[src/rtl/program_loader.sv]
// Boot loader: streams a length-prefixed program image into program memory while holding the CPU.
// Define PROGRAM_LOADER_CHECKSUM_EN to require a trailing 8-bit sum byte; a mismatch parks in ERROR.
module program_loader (
    input  logic       clk,
    input  logic       reset,
    input  logic       in_valid,
    input  logic [7:0] in_data,
    output logic       in_ready,
    input  logic       load_req,
    output logic [7:0] mem_addr,
    output logic [7:0] mem_wdata,
    output logic       mem_we,
    output logic       cpu_hold,
    output logic       done,
    output logic       err
);

    typedef enum logic [2:0] {
        IDLE  = 3'd0,
        LOAD  = 3'd1,
        DRAIN = 3'd2,
        RUN   = 3'd3
`ifdef PROGRAM_LOADER_CHECKSUM_EN
        ,
        CHECK = 3'd4,
        ERROR = 3'd5
`endif
    } state_t;

    state_t     state_q, state_d;
    logic [8:0] count_q, count_d;
    logic [8:0] len_q, len_d;
    logic [7:0] mem_addr_q, mem_addr_d;
    logic [7:0] mem_wdata_q, mem_wdata_d;
    logic       mem_we_q, mem_we_d;
    logic       cpu_hold_q, cpu_hold_d;
    logic       done_q, done_d;
    logic       accept;
`ifdef PROGRAM_LOADER_CHECKSUM_EN
    logic [7:0] sum_q, sum_d;
    logic       err_q, err_d;
`endif

    // Ready is a pure state decode so a source may wait on it before raising valid.
`ifdef PROGRAM_LOADER_CHECKSUM_EN
    assign in_ready = (state_q == IDLE) || (state_q == LOAD) || (state_q == CHECK);
`else
    assign in_ready = (state_q == IDLE) || (state_q == LOAD);
`endif
    assign accept = in_valid && in_ready;

    always_comb begin
        state_d     = state_q;
        count_d     = count_q;
        len_d       = len_q;
        mem_addr_d  = mem_addr_q;
        mem_wdata_d = mem_wdata_q;
        mem_we_d    = 1'b0;
`ifdef PROGRAM_LOADER_CHECKSUM_EN
        sum_d       = sum_q;
`endif
        case (state_q)
            IDLE: begin
                if (accept) begin
                    len_d   = (in_data == 8'd0) ? 9'd256 : {1'b0, in_data};
                    count_d = 9'd0;
`ifdef PROGRAM_LOADER_CHECKSUM_EN
                    sum_d   = 8'd0;
`endif
                    state_d = LOAD;
                end
            end
            LOAD: begin
                if (accept) begin
                    mem_we_d    = 1'b1;
                    mem_addr_d  = count_q[7:0];
                    mem_wdata_d = in_data;
                    count_d     = count_q + 9'd1;
`ifdef PROGRAM_LOADER_CHECKSUM_EN
                    sum_d       = sum_q + in_data;
                    if (count_q == len_q - 9'd1) state_d = CHECK;
`else
                    if (count_q == len_q - 9'd1) state_d = DRAIN;
`endif
                end
            end
`ifdef PROGRAM_LOADER_CHECKSUM_EN
            CHECK: begin
                if (accept) state_d = (in_data == sum_q) ? DRAIN : ERROR;
            end
            ERROR: begin
                if (load_req) state_d = IDLE;
            end
`endif
            // One settling cycle lets the final memory write land before the CPU is released.
            DRAIN: state_d = RUN;
            RUN: begin
                if (load_req) state_d = IDLE;
            end
            default: state_d = IDLE;
        endcase
        cpu_hold_d = (state_d != RUN);
        done_d     = (state_d == RUN);
`ifdef PROGRAM_LOADER_CHECKSUM_EN
        err_d      = (state_d == ERROR);
`endif
    end

    always_ff @(posedge clk or posedge reset) begin
        if (reset) begin
            state_q     <= IDLE;
            count_q     <= 9'd0;
            len_q       <= 9'd0;
            mem_addr_q  <= 8'd0;
            mem_wdata_q <= 8'd0;
            mem_we_q    <= 1'b0;
            cpu_hold_q  <= 1'b1;
            done_q      <= 1'b0;
`ifdef PROGRAM_LOADER_CHECKSUM_EN
            sum_q       <= 8'd0;
            err_q       <= 1'b0;
`endif
        end else begin
            state_q     <= state_d;
            count_q     <= count_d;
            len_q       <= len_d;
            mem_addr_q  <= mem_addr_d;
            mem_wdata_q <= mem_wdata_d;
            mem_we_q    <= mem_we_d;
            cpu_hold_q  <= cpu_hold_d;
            done_q      <= done_d;
`ifdef PROGRAM_LOADER_CHECKSUM_EN
            sum_q       <= sum_d;
            err_q       <= err_d;
`endif
        end
    end

    assign mem_addr  = mem_addr_q;
    assign mem_wdata = mem_wdata_q;
    assign mem_we    = mem_we_q;
    assign cpu_hold  = cpu_hold_q;
    assign done      = done_q;
`ifdef PROGRAM_LOADER_CHECKSUM_EN
    assign err       = err_q;
`else
    assign err       = 1'b0;
`endif

endmodule

[config.mk]
export PLATFORM = sky130hd
export DESIGN_NAME = program_loader
export DESIGN_NICKNAME = d
export VERILOG_FILES = /design/src/rtl/program_loader.sv
export SDC_FILE = /design/constraint.sdc
export NUM_CORES = 1
export LEC_CHECK = 0
export BUFFER_PORTS_ARGS = -buffer_cell sky130_fd_sc_hd__buf_4
export CAP_MARGIN = 20
export CORE_UTILIZATION = 59
export CTS_BUF_LIST = sky130_fd_sc_hd__clkbuf_16
export DETAILED_ROUTE_END_ITERATION = 10
export PLACE_DENSITY = 0.84
export SYNTH_ARGS = -nofsm -noshare
export SYNTH_HDL_FRONTEND = slang
export SYNTH_SLANG_ARGS = --single-unit
[constraint.sdc]
create_clock -name clk -period 2.9 [get_ports clk]
set_input_delay 0.29 -clock clk [delete_from_list [all_inputs] [get_ports clk]]
set_output_delay 0.29 -clock clk [all_outputs]
set_load 0.01 [all_outputs]
==> results of run 1 <==
-- final cells by class --
type                            instances  area [sq um]
Fill cell                             228           727
Inverter                                8          30.0
Sequential cell                        40          1000
Clock inverter                          2          12.5
Multi-Input combinational cell        151           871
Clock buffer                            5           125
Timing Repair Buffer                   34           255
Tap cell                               44          55.1
-- logic make-up after synthesis --
group	after synthesis
AND/OR/NAND/NOR	97
XOR/XNOR	13
adder cells (fa/ha/maj)	2
flip-flops	40
buffers and inverters	19
AO/OA/AOI/OAI	28
other	1
multiplexers	9
-- per-layer routing --
layer / wire, um / global-route usage [%] / up-vias
met5: 0 / 0 / -
met4: 113 / 12.6 / 0
met3: 176 / 6.55 / 9
met2: 1860 / 39.2 / 43
met1: 1940 / 35.7 / 766
li1: - / - / 765
-- placed cells by master, fill, tap and decap left out, drive strengths merged, types with 3 or more instances in the layout --
master  count
a21oi       3
nor3        6
o21ai      10
clkbuf      5
xnor2       8
a41oi       3
mux2        7
xor2        5
nand3       5
buf        34
nor4        3
inv         7
nor3b       3
nand2      64
nor2        9
dfrtp      39
-- per-stage QoR --
step / total power [mW] / util (%)
6_report: 2.35 / 76.4
5_1_grt: 2.51 / 76.4
4_1_cts: 2.36 / 76.4
3_5_place_dp: 1.83 / 71.9
3_3_place_gp: 1.81 / 71.9
2_1_floorplan: 1.53 / -
-- critical path, delay by kind of cell (launching register included) --
family,cells,cell delay (ns)
DFF,1,0.43
muxes,1,0.42
and+or+nand+nor,3,0.99
AOI/OAI and AO/OA,1,0.25
-- power by group --
group / switching, mW / internal [mW] / leakage, nW
sequential: 0.240 / 0.758 / 0.497
clock: 0.204 / 0.311 / 0.0657
combinational: 0.408 / 0.430 / 0.561
-- final timing paths --
kind                              startpoint           end  slack, ns  depth (start not counted)
worst max-delay path                len_q[3]    state_q[1]       0.74                          5
worst min-delay path                   reset   mem_addr[5]       0.13                          3
worst max register to register      len_q[3]    state_q[1]       0.74                          5
worst min register to register  mem_wdata[7]  mem_wdata[7]       0.48                          2
max in group asynchronous              reset      cpu_hold       2.40                          3
min in group clk                  in_data[6]  mem_wdata[6]       0.22                          3
-- sequential cells by signal, indices dropped and copies added (netlist names) --
name       cells
count_q        9
mem_we         1
mem_wdata      8
done           1
mem_addr       8
len_q          9
state_q        3
cpu_hold       1
==> metrics, run 1 <==
status finished clean; Max clock buf depth 2; Hold Slack between 0.1 and 0.15 ns; Initial Util about 63%; Synth Area in Simple Gates 22.2%; synthesized area 1940 sq um; Max Cap Viol 0; vias in the first global route around 1400; most frequent cell after synthesis nand2_1; RSZ-0062 raised after global routing no; Yosys reg bits 40; Max Slew Vio Count 0; Final WS setup 0.743 ns; Synth Area in Adders 1.29%; Critical-path top delay cell nor3b_1; final hold violation count 0; CTS tree yes; Synth Area in XOR/XNOR under 10%; gr ovfl total 0; Die ar. about 3500 sq um; H-tree Lvls 2; gr usage total 26.2%; Design Area, Final 2350 sq um; Die X ~60 um; Critical Path RT 3.10 ns; dominant cell type by area after synthesis dfrtp_1; Synth Instances 209; setup_tns 0 ns; Leak Pwr 1.12 nW; Synth Area in Compound Gates 9.97%; Routed WL 4.09 mm; initial antenna violation count 0; Root Buffer clkbuf_16; 1st-pass router iterations 4; clock sink count 40; Worst-Margin Slew approximately 0.68 ns; fraction of layout cells with a size suffix above 1 21.3%; Final GP Congestion 0.936; dpl ws 0.834 ns; antenna-violating nets left 0; critical path peak fanout 6; Placed Instances roughly 280; Final HPWL DP 2.76 mm; crit-path max cell delay 0.48 ns; top cells by area, synth dfrtp_1, nand2_1, mux2_2; Worst-Skew Late Latency 0.28 ns; worst rel slew slack 54.3%; Fmax achieved between 0.4 and 0.5 GHz; period utilisation layout approximately 74%; CP endpoint kind flip-flop; HP Class in2async; synth-to-layout area growth 20.9%; WS Path Type reg2reg; DR DRC count 0; mux contribution to synthesized area under 10%; Post-CTS Resized 0; # Post-CTS Setup Buffers 0; first-pass GRT wire length 6.56 mm; Detailed Route Iter0 Violations 66; IO Port Bufs 31; worst-path cell chain or3_4 -> nor3b_1 -> mux2_2 -> a32o_1 -> nor2_1; diode count 0; CTS Buf Count 5; Post-synth EDFFs 0; main combinational cell family by area after synthesis simple AND/OR/NAND/NOR gates; WL/cell 14.4 um; clk slew on worst S/H paths 0.06 ns; critical path arrival between 2 and 2.5 ns; asr flop ratio synth 100%; die height 59.4 um; Placement Cell Area 2210 sq um; Final Skew between 0.004 and 0.005 ns; CP Launch Type flip-flop; Netlist cell types between 40 and 50; io pins 33; largest net degree at the start of global routing 41; Ys Warns 0; # rows 20; minimum clock period after layout 2.16 ns; Hold Buf Count CTS 0; non-filler cells in the finished layout roughly 280; most instantiated cells after synthesis nand2_1, dfrtp_1, o21ai_0; Cell Pwr Density 1000 nW/um^2; core area 3080 sq um; Final Setup Violations 0; Yosys top cell area share around 50%; via count 1583; nets 254; Top FF cell, synth dfrtp_1; Worst VDD drop approximately 0.00079 V; routed vias/inst 5.57; syn_area_per_cell 9.30 sq um; sequential fraction of the synthesis area 51.5%
Power figures use the tool's default switching activity.
==> run 2: changes to the inputs <==
- CORE_UTILIZATION: 59 -> 55
- PLACE_DENSITY: 0.84 -> 0.79
- clock period: 2.9 -> 2 ns (I/O delays scaled with it)
==> metrics, run 2 (same netlist as run 1, synthesis figures left out) <==
status finished clean; Final Setup Violations 0; Fmax achieved 0.526 GHz; first-pass GRT wire length 6.62 mm; clock sink count 40; CTS tree yes; gr usage total between 20% and 30%; critical path arrival between 2 and 2.5 ns; vias in the first global route 1442; Final GP Congestion 0.942; H-tree Lvls 2; Design Area, Final 2470 sq um; io pins 33; Routed WL about 4.1 mm; minimum clock period after layout 1.90 ns; Worst VDD drop between 0.0008 and 0.0009 V; antenna-violating nets left 0; CP endpoint kind flip-flop; total power 3.66 mW; setup_tns 0 ns; Fillers between 200 and 300; gr ovfl total 0; Detailed Route Iter0 Violations 68; Die X 61.5 um; commonest non-fill, non-tap cell in the layout nand2_1; Final WS setup 0.0978 ns; Worst-Skew Late Latency roughly 0.28 ns; Worst Reg-to-Reg Cells 7; Worst-Margin Slew ~0.51 ns; HP Class in2async; nets 265; die height a little over 60 um; CTS Buf Count 5; initial antenna violation count 0; biggest regs count_q (9), len_q (9); Hold Buf Count CTS 0; Leak Pwr 1.20 nW; Max Slew Vio Count 0; core area approximately 3400 sq um; fraction of layout cells with a size suffix above 1 25.4%; Max clock buf depth 2; most frequent cells in the layout nand2_1, buf_4, dfrtp_1; Critical Path RT 2.21 ns; worst rel slew slack about two thirds; CP Launch Type flip-flop; routed vias/inst 5.52; WL/cell 13.7 um; largest net degree at the start of global routing 41; Cell Pwr Density 1480 nW/um^2; 1st-pass router iterations 4; clk slew on worst S/H paths 0.06 ns; # rows 21; RSZ-0062 raised after global routing no; critical path peak fanout 4; Final HPWL DP 2.95 mm; Placement Cell Area 2290 sq um; period utilisation layout 95.1%; via count 1646; IO Port Bufs 31; Initial Util 57.8%; Hold Slack 0.0368 ns; dpl ws -0.0227 ns; DR DRC count 0; diode count 0; WS Path Type reg2reg; synth-to-layout area growth 27.2%; Die ar. 3780 sq um; Root Buffer clkbuf_16; final hold violation count 0; Final Skew about 0.0047 ns; Max Cap Viol 0
-- run 2: layout make-up --
| type | instances | area (sq um) | area share (%) |
|---|---|---|---|
| clock buffer | 5 | 125 | 5.06 |
| clock inverter | 3 | 38.8 | 1.57 |
| multi-input combinational | 151 | 882 | 35.7 |
| timing repair buffer | 45 | 338 | 13.7 |
| inverter | 8 | 30.0 | 1.21 |
| tap | 46 | 57.6 | 2.33 |
| sequential | 40 | 1000 | 40.5 |
-- run 2: report_power, final --
part / internal [mW] / total [mW] / switching [mW]
clock: 0.581 / 0.875 / 0.294
combinational: 0.720 / 1.41 / 0.694
sequential: 1.10 / 1.37 / 0.272
total: 2.40 / 3.66 / 1.26
-- run 2: worst max-delay path, stage by stage, from the launching register on --
cell and delay [ns]:
dfrtp_1 0.41, inv_1 0.09, ha_1 0.21, nor4bb_2 0.20, or4b_1 0.45, o41a_1 0.14, a32o_1 0.23, nor2_1 0.10
-- run 2: routing by layer --
metal / global-route usage [%] / part of all wire, % / vias up
met2: 38.5 / 47 / 62
met1: 34.3 / 45 / 783
met4: 9.21 / 1.6 / 0
met3: 6.09 / 6.3 / 8
met5: 0 / 0 / -
li1: - / - / 793
-- run 2: path summary, 6_finish.rpt --
check | endpoint | slack [ns] | from
worst max register to register | state_q[1] | 0.1 | len_q[0]
worst min register to register | mem_addr[2] | 0.47 | mem_addr[2]
min in group clk | mem_wdata[4] | 0.13 | in_data[4]
worst max-delay path | state_q[1] | 0.1 | len_q[0]
max in group asynchronous | cpu_hold | 1.58 | reset
worst min-delay path | mem_addr[5] | 0.04 | reset
-- run 2: repair_timing --
| item | CTS | global route |
|---|---|---|
| endpoints found under the hold margin | 0 | 0 |
| gates resized for setup | 1 | 1 |
| setup endpoints to repair | 1 | 2 |
| buffers inserted | 0 | 1 |
| cloned | 0 | 0 |
-- run 2: stage by stage --
stage                     std cells  util [%]
after global placement          289      68.1
after global routing            298      73.5
after floorplan                 210         -
final                           298      73.5
after detailed placement        289      68.1
after CTS                       297      73.1
==> run 3: changes to the inputs <==
- PLACE_DENSITY: 0.79 -> 0.78
==> metrics, run 3 (same netlist as run 1, synthesis figures left out) <==
antenna-violating nets left 0; most frequent cells in the layout nand2_1, buf_4, dfrtp_1; Worst Path Buf+Inv 1; CTS tree yes; RR Startpoint len_q[0]; io pins 33; die height approximately 61 um; status finished clean; total power around 3.7 mW; initial antenna violation count 0; vias in the first global route 1361; delay-heaviest family, CP simple AND/OR/NAND/NOR gates; clk slew on worst S/H paths ~0.060 ns; RSZ-0062 raised after global routing no; 1st-pass router iterations 4; Die X 61.5 um; WL/cell 14.2 um; CTS Buf Count 5; Max clock buf depth 2; nets between 200 and 300; crit-path max cell delay 0.46 ns; WS Path Type reg2reg; Worst VDD drop about 0.00082 V; setup_tns 0 ns; CP Launch Type flip-flop; period utilisation layout between 90% and 100%; Final HPWL DP 2.87 mm; IO Port Bufs 31; Worst Reg-to-Reg Cells 7; fraction of layout cells with a size suffix above 1 about a quarter; Worst-Margin Slew 0.551 ns; Worst-Skew Late Latency about 0.28 ns; # Post-CTS Setup Buffers 0; Fillers roughly 270; critical path arrival 2.05 ns; core area 3360 sq um; Detailed Route Iter0 Violations 112; HP Class in2async; gr usage total 25.1%; Initial Util 57.8%; Critical Path RT 2.16 ns; Max Slew Vio Count 0; Final GP Congestion 0.890; Routed WL around 4.2 mm; Leak Pwr 1.17 nW; synth-to-layout area growth 25.9%; Critical-path top delay cell or4b_1; gr ovfl total 0; critical path peak fanout 5; clock sink count 40; DR DRC count 0; CP endpoint kind flip-flop; Final Setup Violations 0; Max Cap Viol 0; Cell Pwr Density 1500 nW/um^2; Fmax achieved 0.530 GHz; commonest non-fill, non-tap cell in the layout nand2_1; first-pass GRT wire length 6.60 mm; routed vias/inst 5.47; via count between 1500 and 2000; # rows 21; FF-to-FF setup slack 0.11 ns; final hold violation count 0; H-tree Lvls 2; Die ar. roughly 3800 sq um; minimum clock period after layout 1.89 ns; Hold Buf Count CTS 0; largest net degree at the start of global routing 41; RR Endpoint state_q[0]; diode count 0; Root Buffer clkbuf_16; biggest regs count_q (9), len_q (9); worst-path cell chain inv_2 -> ha_4 -> nor4bb_1 -> or4b_1 -> o41a_1 -> a32oi_1 -> nand2_1; worst rel slew slack 63.1%; Final Skew 0.00548 ns
==> run 3: changes by cell type in the layout (fill, tap and decap cells not counted), sizes merged <==
cell    change
buf         -4
clkinv      +1
inv         -1
==> run 3: worst max path at each step <==
stage	startpoint	to	cells after the start
global placement	len_q[3]	state_q[1]	5
global route	len_q[0]	state_q[0]	7
floorplan	len_q[3]	state_q[1]	5
CTS	len_q[0]	state_q[0]	7
detailed placement	len_q[3]	state_q[0]	5
finish	len_q[0]	state_q[0]	7
==> run 3: area by class of cell <==
| cell class | count | area, sq um | area share [%] |
|---|---|---|---|
| Timing Repair Buffer | 41 | 308 | 12.6 |
| Clock buffer | 5 | 125 | 5.11 |
| Tap cell | 46 | 57.6 | 2.35 |
| Sequential cell | 40 | 1000 | 40.9 |
| Inverter | 8 | 30.0 | 1.23 |
| Clock inverter | 3 | 37.5 | 1.53 |
| Multi-Input combinational cell | 151 | 888 | 36.3 |
==> run 3: layer usage <==
layer,wire [um],global-route usage (%)
met2,1860,35.9
met4,146,11.7
met5,0,0
met3,209,6.51
met1,1960,35.8
==> run 3: timing repair <==
action | 4_1_cts | 5_1_grt
pin swaps | 0 | 1
resized for setup | 1 | 3
endpoints found under the setup margin | 2 | 2
==> run 3: worst register-to-register path, stage by stage, from the launching register on <==
cell and delay, ns:
dfrtp_1 0.43, inv_2 0.10, ha_4 0.15, nor4bb_1 0.20, or4b_1 0.46, o41a_1 0.15, a32oi_1 0.22, nand2_1 0.08
==> run 3: report_power, final <==
group          switching, mW  total [mW]  internal [mW]  leakage, nW
combinational          0.687        1.40          0.709        0.595
sequential             0.286        1.39           1.10        0.497
clock                  0.301       0.880          0.579       0.0789
==> run 3: metrics by stage <==
| step | setup slack [ns] | utilization [%] | instances | hold slack (ns) | instance area, sq um |
|---|---|---|---|---|---|
| 2_1_floorplan | 0.0824 | - | 210 | 0.305 | 1950 |
| 3_3_place_gp | 0.0557 | 67.4 | 286 | 0.356 | 2270 |
| 3_5_place_dp | 0.0182 | 67.4 | 286 | 0.362 | 2270 |
| 4_1_cts | 0.0940 | 72.4 | 294 | 0.0568 | 2440 |
| 5_1_grt | 0.0181 | 72.8 | 294 | 0.0786 | 2450 |
| 6_report | 0.113 | 72.8 | 294 | 0.0379 | 2450 |
